`src/rtl/cdc_handshake_tx_if.sv`:
```
`default_nettype none
// ============================================================================
// Module      : cdc_handshake_tx_if
// Description : Source valid/ready bus plus toggle request/acknowledge CDC bus
// Revision    : 1.0 - initial release
// ============================================================================
interface cdc_handshake_tx_if #(
    parameter int BUS_WIDTH = 8
);
    logic [BUS_WIDTH-1:0] src_data;
    logic                 src_valid;
    logic                 src_ready;
    logic [BUS_WIDTH-1:0] tx_data;
    logic                 tx_req;
    logic                 rx_ack;
    logic                 busy;
    logic                 done;
    logic                 err;

    // master = source plus far-domain environment, slave = the transmitter
    modport master (
        output src_data, src_valid, rx_ack,
        input  src_ready, tx_data, tx_req, busy, done, err
    );

    modport slave (
        input  src_data, src_valid, rx_ack,
        output src_ready, tx_data, tx_req, busy, done, err
    );
endinterface
`default_nettype wire

```
`src/rtl/cdc_handshake_tx.sv`:
```
`default_nettype none
// ============================================================================
// Module      : cdc_handshake_tx
// Description : Transmit end of a toggle req/ack multi-bit clock-domain crossing
// Revision    : 1.0 - initial release
// ============================================================================
module cdc_handshake_tx #(
    parameter int BUS_WIDTH      = 8,
    parameter int NUM_STAGES     = 2,
    parameter int GAP_CYCLES     = 1,
    parameter int TIMEOUT_CYCLES = 255
) (
    input  wire logic          clk,
    input  wire logic          rst,
    cdc_handshake_tx_if.slave  bus
);

    localparam int SYNC_STAGES = (NUM_STAGES < 2) ? 2 : NUM_STAGES;
    localparam int TO_W        = (TIMEOUT_CYCLES > 0) ? $clog2(TIMEOUT_CYCLES + 1) : 1;
    localparam int GAP_W       = (GAP_CYCLES > 0) ? $clog2(GAP_CYCLES + 1) : 1;

    localparam logic [TO_W-1:0]  TO_LIMIT = TO_W'(TIMEOUT_CYCLES);
    localparam logic [GAP_W-1:0] GAP_LAST = GAP_W'((GAP_CYCLES > 0) ? GAP_CYCLES - 1 : 0);

    typedef enum logic [1:0] {
        S_IDLE     = 2'd0,
        S_WAIT_ACK = 2'd1,
        S_GAP      = 2'd2
    } state_t;

    state_t                  r_state;
    state_t                  w_state_nxt;
    logic [SYNC_STAGES-1:0]  r_ack_sync;
    logic                    w_ack_s;
    logic [BUS_WIDTH-1:0]    r_tx_data;
    logic [BUS_WIDTH-1:0]    w_tx_data_nxt;
    logic                    r_tx_req;
    logic                    w_tx_req_nxt;
    logic                    r_done;
    logic                    w_done_nxt;
    logic                    r_err;
    logic                    w_err_nxt;
    logic [TO_W-1:0]         r_tcnt;
    logic [TO_W-1:0]         w_tcnt_nxt;
    logic [GAP_W-1:0]        r_gcnt;
    logic [GAP_W-1:0]        w_gcnt_nxt;

    // rx_ack is asynchronous to clk; only the last stage is ever observed
    always_ff @(posedge clk or negedge rst) begin
        if (!rst) begin
            r_ack_sync <= '0;
        end else begin
            r_ack_sync <= {r_ack_sync[SYNC_STAGES-2:0], bus.rx_ack};
        end
    end

    assign w_ack_s = r_ack_sync[SYNC_STAGES-1];

    always_ff @(posedge clk or negedge rst) begin
        if (!rst) begin
            r_state   <= S_IDLE;
            r_tx_data <= '0;
            r_tx_req  <= 1'b0;
            r_done    <= 1'b0;
            r_err     <= 1'b0;
            r_tcnt    <= '0;
            r_gcnt    <= '0;
        end else begin
            r_state   <= w_state_nxt;
            r_tx_data <= w_tx_data_nxt;
            r_tx_req  <= w_tx_req_nxt;
            r_done    <= w_done_nxt;
            r_err     <= w_err_nxt;
            r_tcnt    <= w_tcnt_nxt;
            r_gcnt    <= w_gcnt_nxt;
        end
    end

    always_comb begin
        w_state_nxt   = r_state;
        w_tx_data_nxt = r_tx_data;
        w_tx_req_nxt  = r_tx_req;
        w_done_nxt    = 1'b0;
        w_err_nxt     = r_err;
        w_tcnt_nxt    = r_tcnt;
        w_gcnt_nxt    = r_gcnt;

        case (r_state)
            S_IDLE: begin
                // A settled link always has ack_s equal to tx_req while idle
                if (w_ack_s != r_tx_req) begin
                    w_err_nxt = 1'b1;
                end
                if (bus.src_valid) begin
                    w_tx_data_nxt = bus.src_data;
                    w_tx_req_nxt  = ~r_tx_req;
                    w_tcnt_nxt    = '0;
                    w_state_nxt   = S_WAIT_ACK;
                end
            end

            S_WAIT_ACK: begin
                if (w_ack_s == r_tx_req) begin
                    w_done_nxt  = 1'b1;
                    w_gcnt_nxt  = '0;
                    w_state_nxt = (GAP_CYCLES > 0) ? S_GAP : S_IDLE;
                end else if ((TIMEOUT_CYCLES != 0) && (r_tcnt != TO_LIMIT)) begin
                    // Keep waiting after a timeout: aborting would break toggle parity
                    w_tcnt_nxt = r_tcnt + TO_W'(1);
                    if (w_tcnt_nxt == TO_LIMIT) begin
                        w_err_nxt = 1'b1;
                    end
                end
            end

            S_GAP: begin
                if (r_gcnt == GAP_LAST) begin
                    w_state_nxt = S_IDLE;
                end else begin
                    w_gcnt_nxt = r_gcnt + GAP_W'(1);
                end
            end

            default: begin
                w_state_nxt = S_IDLE;
            end
        endcase
    end

    assign bus.src_ready = (r_state == S_IDLE);
    assign bus.busy      = (r_state != S_IDLE);
    assign bus.tx_data   = r_tx_data;
    assign bus.tx_req    = r_tx_req;
    assign bus.done      = r_done;
    assign bus.err       = r_err;

endmodule
`default_nettype wire

```
`src/flat_wrapper.sv`:
```
// flat-port wrapper written by rule: the top's interface ports become plain ports
module cdc_handshake_tx_flat 
#(
    parameter int BUS_WIDTH      = 8,
    parameter int NUM_STAGES     = 2,
    parameter int GAP_CYCLES     = 1,
    parameter int TIMEOUT_CYCLES = 255
)
  (clk, rst, bus_src_data, bus_src_valid, bus_rx_ack, bus_src_ready, bus_tx_data, bus_tx_req, bus_busy, bus_done, bus_err);
  cdc_handshake_tx_if #(.BUS_WIDTH(BUS_WIDTH)) bus_i ();
  input  wire logic clk;
  input  wire logic rst;
  input wire logic [$bits(bus_i.src_data)-1:0] bus_src_data;
  input wire logic [$bits(bus_i.src_valid)-1:0] bus_src_valid;
  input wire logic [$bits(bus_i.rx_ack)-1:0] bus_rx_ack;
  output wire logic [$bits(bus_i.src_ready)-1:0] bus_src_ready;
  output wire logic [$bits(bus_i.tx_data)-1:0] bus_tx_data;
  output wire logic [$bits(bus_i.tx_req)-1:0] bus_tx_req;
  output wire logic [$bits(bus_i.busy)-1:0] bus_busy;
  output wire logic [$bits(bus_i.done)-1:0] bus_done;
  output wire logic [$bits(bus_i.err)-1:0] bus_err;
  assign bus_i.src_data = bus_src_data;
  assign bus_i.src_valid = bus_src_valid;
  assign bus_i.rx_ack = bus_rx_ack;
  assign bus_src_ready = bus_i.src_ready;
  assign bus_tx_data = bus_i.tx_data;
  assign bus_tx_req = bus_i.tx_req;
  assign bus_busy = bus_i.busy;
  assign bus_done = bus_i.done;
  assign bus_err = bus_i.err;
  cdc_handshake_tx #(.BUS_WIDTH(BUS_WIDTH), .NUM_STAGES(NUM_STAGES), .GAP_CYCLES(GAP_CYCLES), .TIMEOUT_CYCLES(TIMEOUT_CYCLES)) u_core (.clk(clk), .rst(rst), .bus(bus_i));
endmodule
```
`config.mk`:
```
export PLATFORM = sky130hd
export DESIGN_NAME = cdc_handshake_tx_flat
export DESIGN_NICKNAME = d
export VERILOG_FILES = /design/src/rtl/cdc_handshake_tx_if.sv /design/src/rtl/cdc_handshake_tx.sv /design/src/flat_wrapper.sv
export SDC_FILE = /design/constraint.sdc
export NUM_CORES = 1
export LEC_CHECK = 0
export ABC_AREA = 1
export BUFFER_PORTS_ARGS = -buffer_cell sky130_fd_sc_hd__buf_2
export CAP_MARGIN = 20
export CELL_PAD_IN_SITES_DETAIL_PLACEMENT = 0
export CELL_PAD_IN_SITES_GLOBAL_PLACEMENT = 1
export CORE_MARGIN = 3
export CORE_UTILIZATION = 35
export DETAILED_ROUTE_END_ITERATION = 7
export PLACE_DENSITY_LB_ADDON = 0.08
export SYNTH_ARGS = -nofsm -noshare
export SYNTH_HDL_FRONTEND = slang
export SYNTH_SLANG_ARGS = --single-unit
```
`constraint.sdc`:
```
create_clock -name clk -period 2.8 [get_ports clk]
set_input_delay 0.28 -clock clk [delete_from_list [all_inputs] [get_ports clk]]
set_output_delay 0.28 -clock clk [all_outputs]
set_load 0.02 [all_outputs]
```
After elaboration in Yosys (flattened, before gate mapping)
Cells that the tools add are included.
- bits of input ports: 12
- word-level logic and storage cells: 51
- register bits: 24
- bitwise logic cells: 1
- eq/ne operators: 13
- reductions and logical operators: 9
- muxes and demuxes: 18
- $add $sub $neg: 2
- operator list (kind ; number):
    2-to-1 mux 8 bit ; 3
    one-hot mux 8 bit (2 select lines) ; 1
    adder 8 x 1 -> 8 bit (second input constant) ; 1
    == test 8 bit (second input constant) ; 1
    2-to-1 mux 1 bit ; 8
    inequality test 2 x 1 -> 1 bit (second input constant) ; 4
    inequality test 8 bit (second input constant) ; 1
    2-to-1 mux 2 bit ; 3
    inequality test 2 bit (second input constant) ; 3
    one-hot mux 2 bit (3 select lines) ; 1
    nonzero test 2 bit ; 3
    AND reduction 5 bit ; 1
    one-hot mux 1 bit (2 select lines) ; 2
    AND reduction 2 bit ; 2
    AND reduction 4 bit ; 1
    AND reduction 3 bit ; 1
    == test 2 x 1 -> 1 bit (second input constant) ; 1
    == test 2 bit (second input constant) ; 1
    zero test 2 bit ; 1
    adder 1 bit (second input constant) ; 1
    == test 1 bit ; 1
    inequality test 1 bit ; 1
    NOT 1 bit ; 1

Depth between registers and ports, before layout
Gate-level depths: netlist of the first run.
- depth in word-level cells: 6
- gate-level depth with buffers: 10

Worst setup path before layout of the first run
Ideal clock, no wire load.
- path type: register -> register
- start: register u_core.r_state[0]
- end: register u_core.r_tx_req (netlist: u_core.bus.tx_req)
- clock period less this slack: 1.403 ns
- stages on the path, launching flop included: 5
- slack: 1.397 ns
- setup time: 0.127 ns
- arrival: 1.276 ns
- buffers on the path: 1
- path through: dfrtp_1 > nor2_1 > nand2_1 > buf_2 > xor2_1
- cells in the longest elaborated chain, start to end: 2
- ends and longest elaborated chain (what ; line ; text):
    start, declared ; cdc_handshake_tx.sv:31 ; state_t r_state;
    start signal, assigned ; cdc_handshake_tx.sv:69 ; r_state <= w_state_nxt;
    zero test 2 bit ; n/a ;
    net bus_src_ready ; flat_wrapper.sv:16 ; output wire logic [$bits(bus_i.src_ready)-1:0] bus_src_ready;
    AND reduction 2 bit (no source line) ; n/a ;
    end signal, assigned ; cdc_handshake_tx.sv:71 ; r_tx_req <= w_tx_req_nxt;
    end, declared ; cdc_handshake_tx.sv:37 ; logic r_tx_req;
The timed path passes the listed nets, and every way through them passes these cells.
A chain may end at the register's enable or synchronous reset.

Worst setup path after layout of the first run
- start: register u_core.r_tcnt[1]
- end: register u_core.r_tcnt[5]
- cells in the longest elaborated chain, start to end: 4
- ends and longest elaborated chain (what ; line ; text):
    start, declared ; cdc_handshake_tx.sv:43 ; logic [TO_W-1:0] r_tcnt;
    start signal, assigned ; cdc_handshake_tx.sv:74 ; r_tcnt <= w_tcnt_nxt;
    adder 8 x 1 -> 8 bit ; cdc_handshake_tx.sv:109 ; w_tcnt_nxt = r_tcnt + TO_W'(1);
    2-to-1 mux 8 bit ; cdc_handshake_tx.sv:107 ; end else if ((TIMEOUT_CYCLES != 0) && (r_tcnt != TO_LIMIT)) begin
    2-to-1 mux 8 bit ; cdc_handshake_tx.sv:103 ; if (w_ack_s == r_tx_req) begin
    one-hot mux 8 bit (2 select lines) ; cdc_handshake_tx.sv:88 ; case (r_state)
Parallel ways exist; a longest one is shown, timed or not. The select of a mux whose other input is x is not followed.

==> results of run 1 <==
-- cells in the mapped netlist, drive strengths merged --
library cell | instances | share of area (%)
nor2 | 12 | 5.3
buf | 1 | 0.45
ha | 2 | 2.2
a21oi | 3 | 1.3
inv | 21 | 7.0
nand3 | 6 | 2.7
nand2 | 62 | 22
clkinv | 1 | 0.33
o21ai | 9 | 5.3
or2 | 1 | 0.56
xor2 | 1 | 0.78
o21bai | 1 | 0.67
dfrtp | 23 | 51
-- repair_timing --
action	in CTS	in global routing
hold endpoints to repair	23	0
gates resized for setup	0	0
hold buffers	1	0
-- cells by family after synthesis --
| family | Yosys count |
|---|---|
| xor+xnor | 1 |
| compound gates | 13 |
| simple gates | 81 |
| buf+inv | 23 |
| fa+ha+maj | 2 |
| flops | 23 |
-- placed cells by master (no fill, tap or decap) --
cell / n
nor2_4: 2
nor2_1: 10
nand2_2: 3
ha_1: 2
o21ai_0: 1
o21ai_2: 1
nand3_1: 6
or2_2: 1
nand2_1: 58
clkbuf_4: 3
buf_2: 24
inv_1: 21
o21ai_1: 6
xor2_1: 1
dlygate4sd3_1: 1
o21ai_4: 1
clkinv_2: 1
dfrtp_1: 23
nand2_4: 1
a21oi_1: 3
clkinv_1: 1
o21bai_1: 1
-- layer usage --
metal	track usage, %	vias to the layer above
li1	-	487
met1	16.8	387
met2	18.5	16
met3	2.16	5
met4	4.13	0
met5	0	-
-- path summary, 6_finish.rpt --
kind | start | endpoint | slack (ns) | cells past startpoint
hold reg to reg | u_core.r_ack_sync[0] | u_core.r_ack_sync[1] | 0.38 | 0
setup / recovery | u_core.r_tcnt[1] | u_core.r_tcnt[5] | 1.25 | 8
min in group asynchronous | rst | u_core.r_tcnt[3] | 0.44 | 2
setup reg to reg | u_core.r_tcnt[1] | u_core.r_tcnt[5] | 1.25 | 8
max in group asynchronous | rst | u_core.bus.tx_data[2] | 2.01 | 2
hold / removal | bus_rx_ack | u_core.r_ack_sync[0] | 0.06 | 1
-- final cells by class --
type                    instances  area share, %
repair buffers                 25           9.79
inverters                      22           6.21
flip-flops and latches         23           43.3
clock inverters                 1          0.377
clock buffers                   3           1.69
well taps                      42           3.95
multi-input cells              97           34.7
-- worst max-delay path, stage by stage, from the launching register on --
cell and delay [ns]:
dfrtp_1 0.44, ha_1 0.23, nand2_2 0.11, nor2_4 0.13
nand2_2 0.09, o21ai_4 0.17, nand2_4 0.12, nand2_1 0.09
o21ai_1 0.06
-- per-stage QoR --
| stage | hold WS, ns | cells |
|---|---|---|
| 6_report | 0.0598 | 213 |
| 5_1_grt | 0.0455 | 213 |
| 4_1_cts | 0.0560 | 213 |
| 3_5_place_dp | 0.293 | 208 |
| 3_3_place_gp | 0.294 | 208 |
| 2_1_floorplan | -0.0156 | 143 |
-- power by group through the flow --
stage | Clock, W | Combinational (W) | Sequential (W)
finish | 0.000158 | 0.000521 | 0.000494
global route | 0.000177 | 0.000588 | 0.000509
CTS | 0.000166 | 0.000533 | 0.000495
detailed placement | 0 | 0.000530 | 0.000502
global placement | 0 | 0.000530 | 0.000498
floorplan | 0 | 0.000286 | 0.000580
-- registers in the layout, summed over array words and instances, names as in the netlist --
register,flops
u_core.bus.done,1
u_core.bus.err,1
u_core.bus.tx_data,8
u_core.bus.tx_req,1
u_core.r_ack_sync,2
u_core.r_state,2
u_core.r_tcnt,8
==> flow_summary.toml, run 1 <==
[die]
die_x_um = 62.7
dieArea_sq_mm = 0.00393
die_y_um = 62.7
io-pin-count = 25
start_util_pct = 38.7
fp-row-count = 19
placeableCoreArea_sq_mm = 0.00290

[synth]
synthesis.area_sq_mm = 0.00112
synthMuxAreaShare_pct = 0
ys_ff_latch = 23
synthAdderAreaFrac_pct = 2.23
synth_compound_area_share_pct = 7.35
syn_avg_cell_area_sq_um = 7.86
ys_seq_area_share_pct = 51.2
synth_top_family_by_area = "simple AND/OR/NAND/NOR gates"
ys_types = 19
synth_nets = 157
synth-simple-area-share_pct = 30.6
synth_xor_area_share_pct = 0.780
syn_inst = 143
yosysWarnings = 0

[placed_design]
io_buffers = 24
place.gp.congestion = 0.772
post_dp_cell_area_sq_mm = 0.00129
post-place-ws_ns = 1.28
hpwl_um = 1680

[drt]
wl_met1_um = 1170
drt_iter0_drc = 29
dr_wl_met3_um = 79
via_per_inst = 4.20
routedWlPerCell_um = 10.5
drt_wl_total_um = 2240
vias = 895
maxUsedRoutingLayer = "met4"
antenna_left = 0
route.detailed.drc = 0
dr_wl_met2_um = 956
drt_first_pass_iters = 3

[pwr]
seq_power_share_pct = 42.1
comb_power_share_pct = 44.4
swShare_pct = 44.9
internal-power_w = 0.000646
total_power_w = 0.00117
p_leak_nw = 0.724
power.switching_w = 0.000527
power_frac_clock_pct = 13.5
power_density_mw_per_mm2 = 883
vdd_drop_max_v = 0.000424

[critical_path]
cp.arrival_ns = 1.77
worstSetupPathType = "flip-flop to flip-flop"
end_kind = "flip-flop"
required_ns = 3.01
crit_path_start_kind = "flip-flop"
cp_max_fo = 10

[grt]
grt_pass1_wl_um = 3800
grt_remaining_overflow = 0
grt_max_degree = 24
grt_pass1_vias = 832
grtUsageTotal_pct = 12.0
antenna_found_initial = 0

[final_layout]
final_nets = 186
finalInstanceArea_sq_mm = 0.00133
antenna_cells = 0
final_util_pct = 45.8
area_growth_pct = 18.3
layout-drive-gt1-share_pct = 21.6
multi_input_area_sq_um = 460
seq_area_sq_um = 576
n_fill_cell = 322

[clock_tree]
clock_latency_ns = 0.32
cts.reportedPaths.clkPinSlew_ns = 0.13
cts_inserted_buffers = 3
cts_tree = "done"
cts.sinks = 23
htreeDepth = 1
cts_root_buf = "clkbuf_4"
cts_setup_buffers = 0
clk_path_buf_depth = 2

[timing]
max_slew_margin_pct = 66.1
drv_slew = 0
skew_ns = 0.00578
finalSetupViolCount = 0
fmax_mhz = 643
fin_tns_setup_ns = 0
fin_crit_sh_pct = 55.5
setup_ws_ns = 1.25
worstMarginPinSlew_ns = 0.509
hold_violations = 0
fin_crit_ns = 1.55
rsz0062_at_grt = "false"

[worst_hold_path]
hold_class = "primary input to flip-flop"

[flow_run]
maxCapViolCount = 0

[status]
outcome = "finished, final reports clean"
No activity file was read; power rests on OpenSTA's default activity.
==> inputs of run 2 (changes only) <==
- CORE_UTILIZATION: 35 -> 34
- clock period: 2.8 -> 1.41 ns (I/O delays scaled with it)
==> flow_summary.toml, run 2 (same netlist as run 1, synthesis figures left out) <==
[placed_design]
post-place-ws_ns = -0.0273
hpwl_um = 1800
io_buffers = 24
place.gp.congestion = 0.805

[final_layout]
n_fill_cell = 341
antenna_cells = 0
final_common_cell = "nand2_1"
mostFrequentLayoutCells = "nand2_1 (55), buf_2 (24), dfrtp_1 (23)"
area_growth_pct = 30.3
final_nets = 197
layout-drive-gt1-share_pct = 32.4

[drt]
drt_first_pass_iters = 5
antenna_left = 0
vias = 964
drt_iter0_drc = 53
routedWlPerCell_um = 11.5
drt_wl_total_um = 2590
via_per_inst = 4.27
route.detailed.drc = 0

[timing]
hold_violations = 0
finalSetupViolCount = 0
fin_crit_sh_pct = 98.6
fin_crit_ns = 1.39
skew_ns = 0.00165
worstMarginPinSlew_ns = 0.511
max_slew_margin_pct = 66.0
rsz0062_at_grt = "true"
setup_ws_ns = 0.0197
whs_ns = 0.00614
drv_slew = 0
fmax_mhz = 719

[critical_path]
required_ns = 1.64
cp_max_fo = 5
cp.arrival_ns = 1.62
crit_path_start_kind = "flip-flop"
end_kind = "flip-flop"
worstSetupPathType = "flip-flop to flip-flop"

[status]
outcome = "finished, final reports clean"

[clock_tree]
htreeDepth = 1
cts.reportedPaths.clkPinSlew_ns = 0.14
clock_latency_ns = 0.32
cts_root_buf = "clkbuf_4"
cts.sinks = 23
clk_path_buf_depth = 2
cts_tree = "done"
cts_inserted_buffers = 3

[die]
die_y_um = 63.5
io-pin-count = 25
fp-row-count = 20
start_util_pct = 36.2
die_x_um = 63.5
placeableCoreArea_sq_mm = 0.00310
dieArea_sq_mm = 0.00403

[pwr]
power.switching_w = 0.00116
internal-power_w = 0.00138
swShare_pct = 45.7
power_density_mw_per_mm2 = 1730
vdd_drop_max_v = 0.000868
comb_power_share_pct = 48.6
p_leak_nw = 0.806
seq_power_share_pct = 38.7
power_frac_clock_pct = 12.7

[grt]
antenna_found_initial = 0
grtUsageTotal_pct = 14.2
grt_pass1_vias = 968
grt_max_degree = 24
grt_pass1_wl_um = 4490
grt_remaining_overflow = 0

[worst_hold_path]
hold_class = "primary input to flip-flop"

[flow_run]
maxCapViolCount = 0
[run 2: cell type report]
type / instances / area (sq um) / area share (%)
clock buffers: 3 / 22.5 / 1.54
clock inverters: 1 / 5.00 / 0.342
inverters: 22 / 82.6 / 5.64
multi-input cells: 98 / 515 / 35.2
flip-flops and latches: 23 / 576 / 39.3
well taps: 44 / 55.1 / 3.76
repair buffers: 35 / 208 / 14.2
[run 2: path summary, 6_finish.rpt]
path                       cells after the start                 start  slack (ns)                     to
setup reg to reg                               8      u_core.r_tcnt[0]        0.02       u_core.r_tcnt[3]
hold reg to reg                                0  u_core.r_ack_sync[0]        0.38   u_core.r_ack_sync[1]
min in group asynchronous                      2                   rst        0.30  u_core.bus.tx_data[7]
setup / recovery                               8      u_core.r_tcnt[0]        0.02       u_core.r_tcnt[3]
max in group asynchronous                      2                   rst        0.76       u_core.r_tcnt[2]
hold / removal                                 3       bus_src_data[7]       0.006  u_core.bus.tx_data[7]
[run 2: critical path, stage by stage, from the launching register on]
cell and delay, ns:
dfrtp_1 0.42, ha_4 0.17, nand2_4 0.06, nor2_4 0.11, nand2_4 0.07, o21ai_4 0.22
nand2_4 0.11, nand2_1 0.07, o21ai_1 0.05
[run 2: repair_timing]
item | in CTS | in global routing
gates resized for setup | 6 | 10
hold buffers | 2 | 0
buffers inserted | 5 | 0
endpoints found under the setup margin | 6 | 17
hold endpoints to repair | 24 | 0
pin swaps | 3 | 7
gates cloned | 1 | 0
[run 2: metrics by stage]
stage	power [W]	cell area (sq um)	setup TNS, ns	std cells	util, %
floorplan	0.00172	1120	0	143	-
global placement	0.00211	1330	0	215	42.9
detailed placement	0.00212	1330	-0.0395	215	42.9
global route	0.00275	1460	-0.336	226	47.2
CTS	0.00253	1450	0	227	46.6
finish	0.00254	1460	0	226	47.2
[run 2: power groups by stage]
stage / clock [W] / sequential [W] / combinational (W)
CTS: 0.000332 / 0.000973 / 0.00122
finish: 0.000323 / 0.000982 / 0.00123
global placement: 0 / 0.000982 / 0.00112
floorplan: 0 / 0.00115 / 0.000568
global route: 0.000362 / 0.00101 / 0.00138
detailed placement: 0 / 0.000981 / 0.00114
[run 2: layer usage]
| layer | vias up | wire length, um | share of wire (%) | GRT usage, % |
|---|---|---|---|---|
| li1 | 512 | - | - | - |
| met2 | 15 | 1230 | 47 | 24.1 |
| met3 | 5 | 82 | 3.2 | 1.60 |
| met5 | - | 0 | 0 | 0 |
| met4 | 0 | 48 | 1.9 | 6.47 |
| met1 | 432 | 1230 | 48 | 18.1 |
==> inputs of run 3 (changes only) <==
- RECOVER_POWER: unset -> 100
==> flow_summary.toml, run 3 (same netlist as run 1, synthesis figures left out) <==
[status]
outcome = "finished, final reports clean"

[grt]
grt_pass1_wl_um = 4490
antenna_found_initial = 0
grt_pass1_vias = 968
use_met3_pct = 1.60
grt_remaining_overflow = 0
use_met1_pct = 18.1
grt_max_degree = 24
grtUsageMet2_pct = 24.1
busiest_layer = "met2"
grtUsageTotal_pct = 14.2

[drt]
route.detailed.drc = 0
antenna_left = 0
via_per_inst = 4.24
routedWlPerCell_um = 11.4
vias = 959
drt_iter0_drc = 56
drt_wl_total_um = 2590
drt_first_pass_iters = 4

[worst_hold_path]
hold_path_depth = 3
hold_class = "primary input to flip-flop"
holdCritStartpoint = "bus_src_data[7]"
whs_endpoint = "u_core.bus.tx_data[7]"

[pwr]
p_leak_nw = 0.769
power_density_mw_per_mm2 = 1720
vdd_drop_max_v = 0.000846
total_power_w = 0.00249

[final_layout]
n_fill_cell = 345
layout-drive-gt1-share_pct = 25.8
multi_input_area_sq_um = 515
final_common_cell = "nand2_1"
mostFrequentLayoutCells = "nand2_1 (55), dfrtp_1 (23), inv_1 (18)"
final_nets = 197
finalInstanceArea_sq_mm = 0.00145
antenna_cells = 0
seq_area_sq_um = 576
area_growth_pct = 28.7
final_util_pct = 46.6

[critical_path]
crit_path_start_kind = "flip-flop"
max_stage_delay_ns = 0.42
path_cells = "ha_4 > nand2_4 > nor2_4 > nand2_4 > o21ai_4 > nand2_4 > nand2_1 > o21ai_1"
crit_top_cell = "nand2_4"
reg2reg_from = "u_core.r_tcnt[0]"
required_ns = 1.64
r2r.worst_path.cells = 8
worstSetupPathType = "flip-flop to flip-flop"
cp_slowest_cell = "dfrtp_1"
cp.arrival_ns = 1.61
cp_max_fo = 5
r2r_end = "u_core.r_tcnt[3]"
end_kind = "flip-flop"
ff2ff_setup_slack_ns = 0.02

[timing]
fin_tns_setup_ns = 0
hold_violations = 0
finalSetupViolCount = 0
fin_crit_sh_pct = 98.5
rsz0062_at_grt = "true"
skew_ns = 0.00235
max_slew_margin_pct = 61.7
worstMarginPinSlew_ns = 0.575
fin_crit_ns = 1.39
drv_slew = 0
fmax_mhz = 720

[clock_tree]
cts.sinks = 23
clock_latency_ns = 0.32
cts.reportedPaths.clkPinSlew_ns = 0.14
htreeDepth = 1
cts_tree = "done"
cts_root_buf = "clkbuf_4"
cts_inserted_buffers = 3
clk_path_buf_depth = 2

[placed_design]
post_dp_cell_area_sq_mm = 0.00133
io_buffers = 24
place.gp.congestion = 0.805
hpwl_um = 1800

[die]
dieArea_sq_mm = 0.00403
die_y_um = 63.5
die_x_um = 63.5
io-pin-count = 25
placeableCoreArea_sq_mm = 0.00310
start_util_pct = 36.2
fp-row-count = 20

[flow_run]
maxCapViolCount = 0
run 3: changes by cell type in the layout (fill, tap and decap cells not counted), sizes merged:
cell	change
clkbuf	+13
buf	-13
run 3: worst max path at each step:
stage,start,endpoint,slack [ns]
2_1_floorplan,u_core.r_state[0],u_core.bus.tx_req,0.007
3_3_place_gp,u_core.r_tcnt[0],u_core.r_tcnt[3],0.04
3_5_place_dp,u_core.r_tcnt[0],u_core.r_tcnt[4],-0.03
4_1_cts,u_core.r_tcnt[1],u_core.r_tcnt[5],0.0009
5_1_grt,u_core.r_tcnt[0],u_core.r_tcnt[1],-0.06
6_report,u_core.r_tcnt[0],u_core.r_tcnt[3],0.02
run 3: worst max-delay path, delay by kind of cell, from the launching register on:
kind,cells,cell delay [ns]
simple gates,5,0.42
fa+ha+maj,1,0.17
flops,1,0.42
compound gates,2,0.27
run 3: per-stage QoR:
stage                     instances  worst slack [ns]  hold slack, ns
after floorplan                 143           0.00672          -0.155
after global placement          215            0.0384           0.148
after detailed placement        215           -0.0273           0.152
after CTS                       227          0.000859        0.000698
after global routing            226           -0.0613        0.000501
final                           226            0.0209         0.00581
run 3: report_power, final:
group          switching [W]  internal [W]
sequential          0.000129      0.000856
clock               0.000216      0.000106
combinational       0.000817      0.000365
total                0.00116       0.00133
run 3: area by class of cell:
| type | count | share of cell area [%] |
|---|---|---|
| Sequential cell | 23 | 39.8 |
| Multi-Input combinational cell | 98 | 35.6 |
| Timing Repair Buffer | 35 | 13.1 |
| Inverter | 22 | 5.71 |
| Tap cell | 44 | 3.81 |
| Clock buffer | 3 | 1.56 |
| Clock inverter | 1 | 0.346 |
run 3: per-layer routing:
| metal | share of wire, % | vias up |
|---|---|---|
| met4 | 1.9 | 0 |
| met2 | 47 | 13 |
| met5 | 0 | - |
| met1 | 48 | 429 |
| li1 | - | 512 |
| met3 | 3.0 | 5 |
run 3: repair_timing:
item | in CTS | in global routing
hold endpoints to repair | 24 | 0
hold buffers | 2 | 0
setup endpoints to repair | 6 | 17
gates resized for setup | 6 | 10
buffers inserted | 5 | 0
gates cloned | 1 | 0
pin swaps | 3 | 7
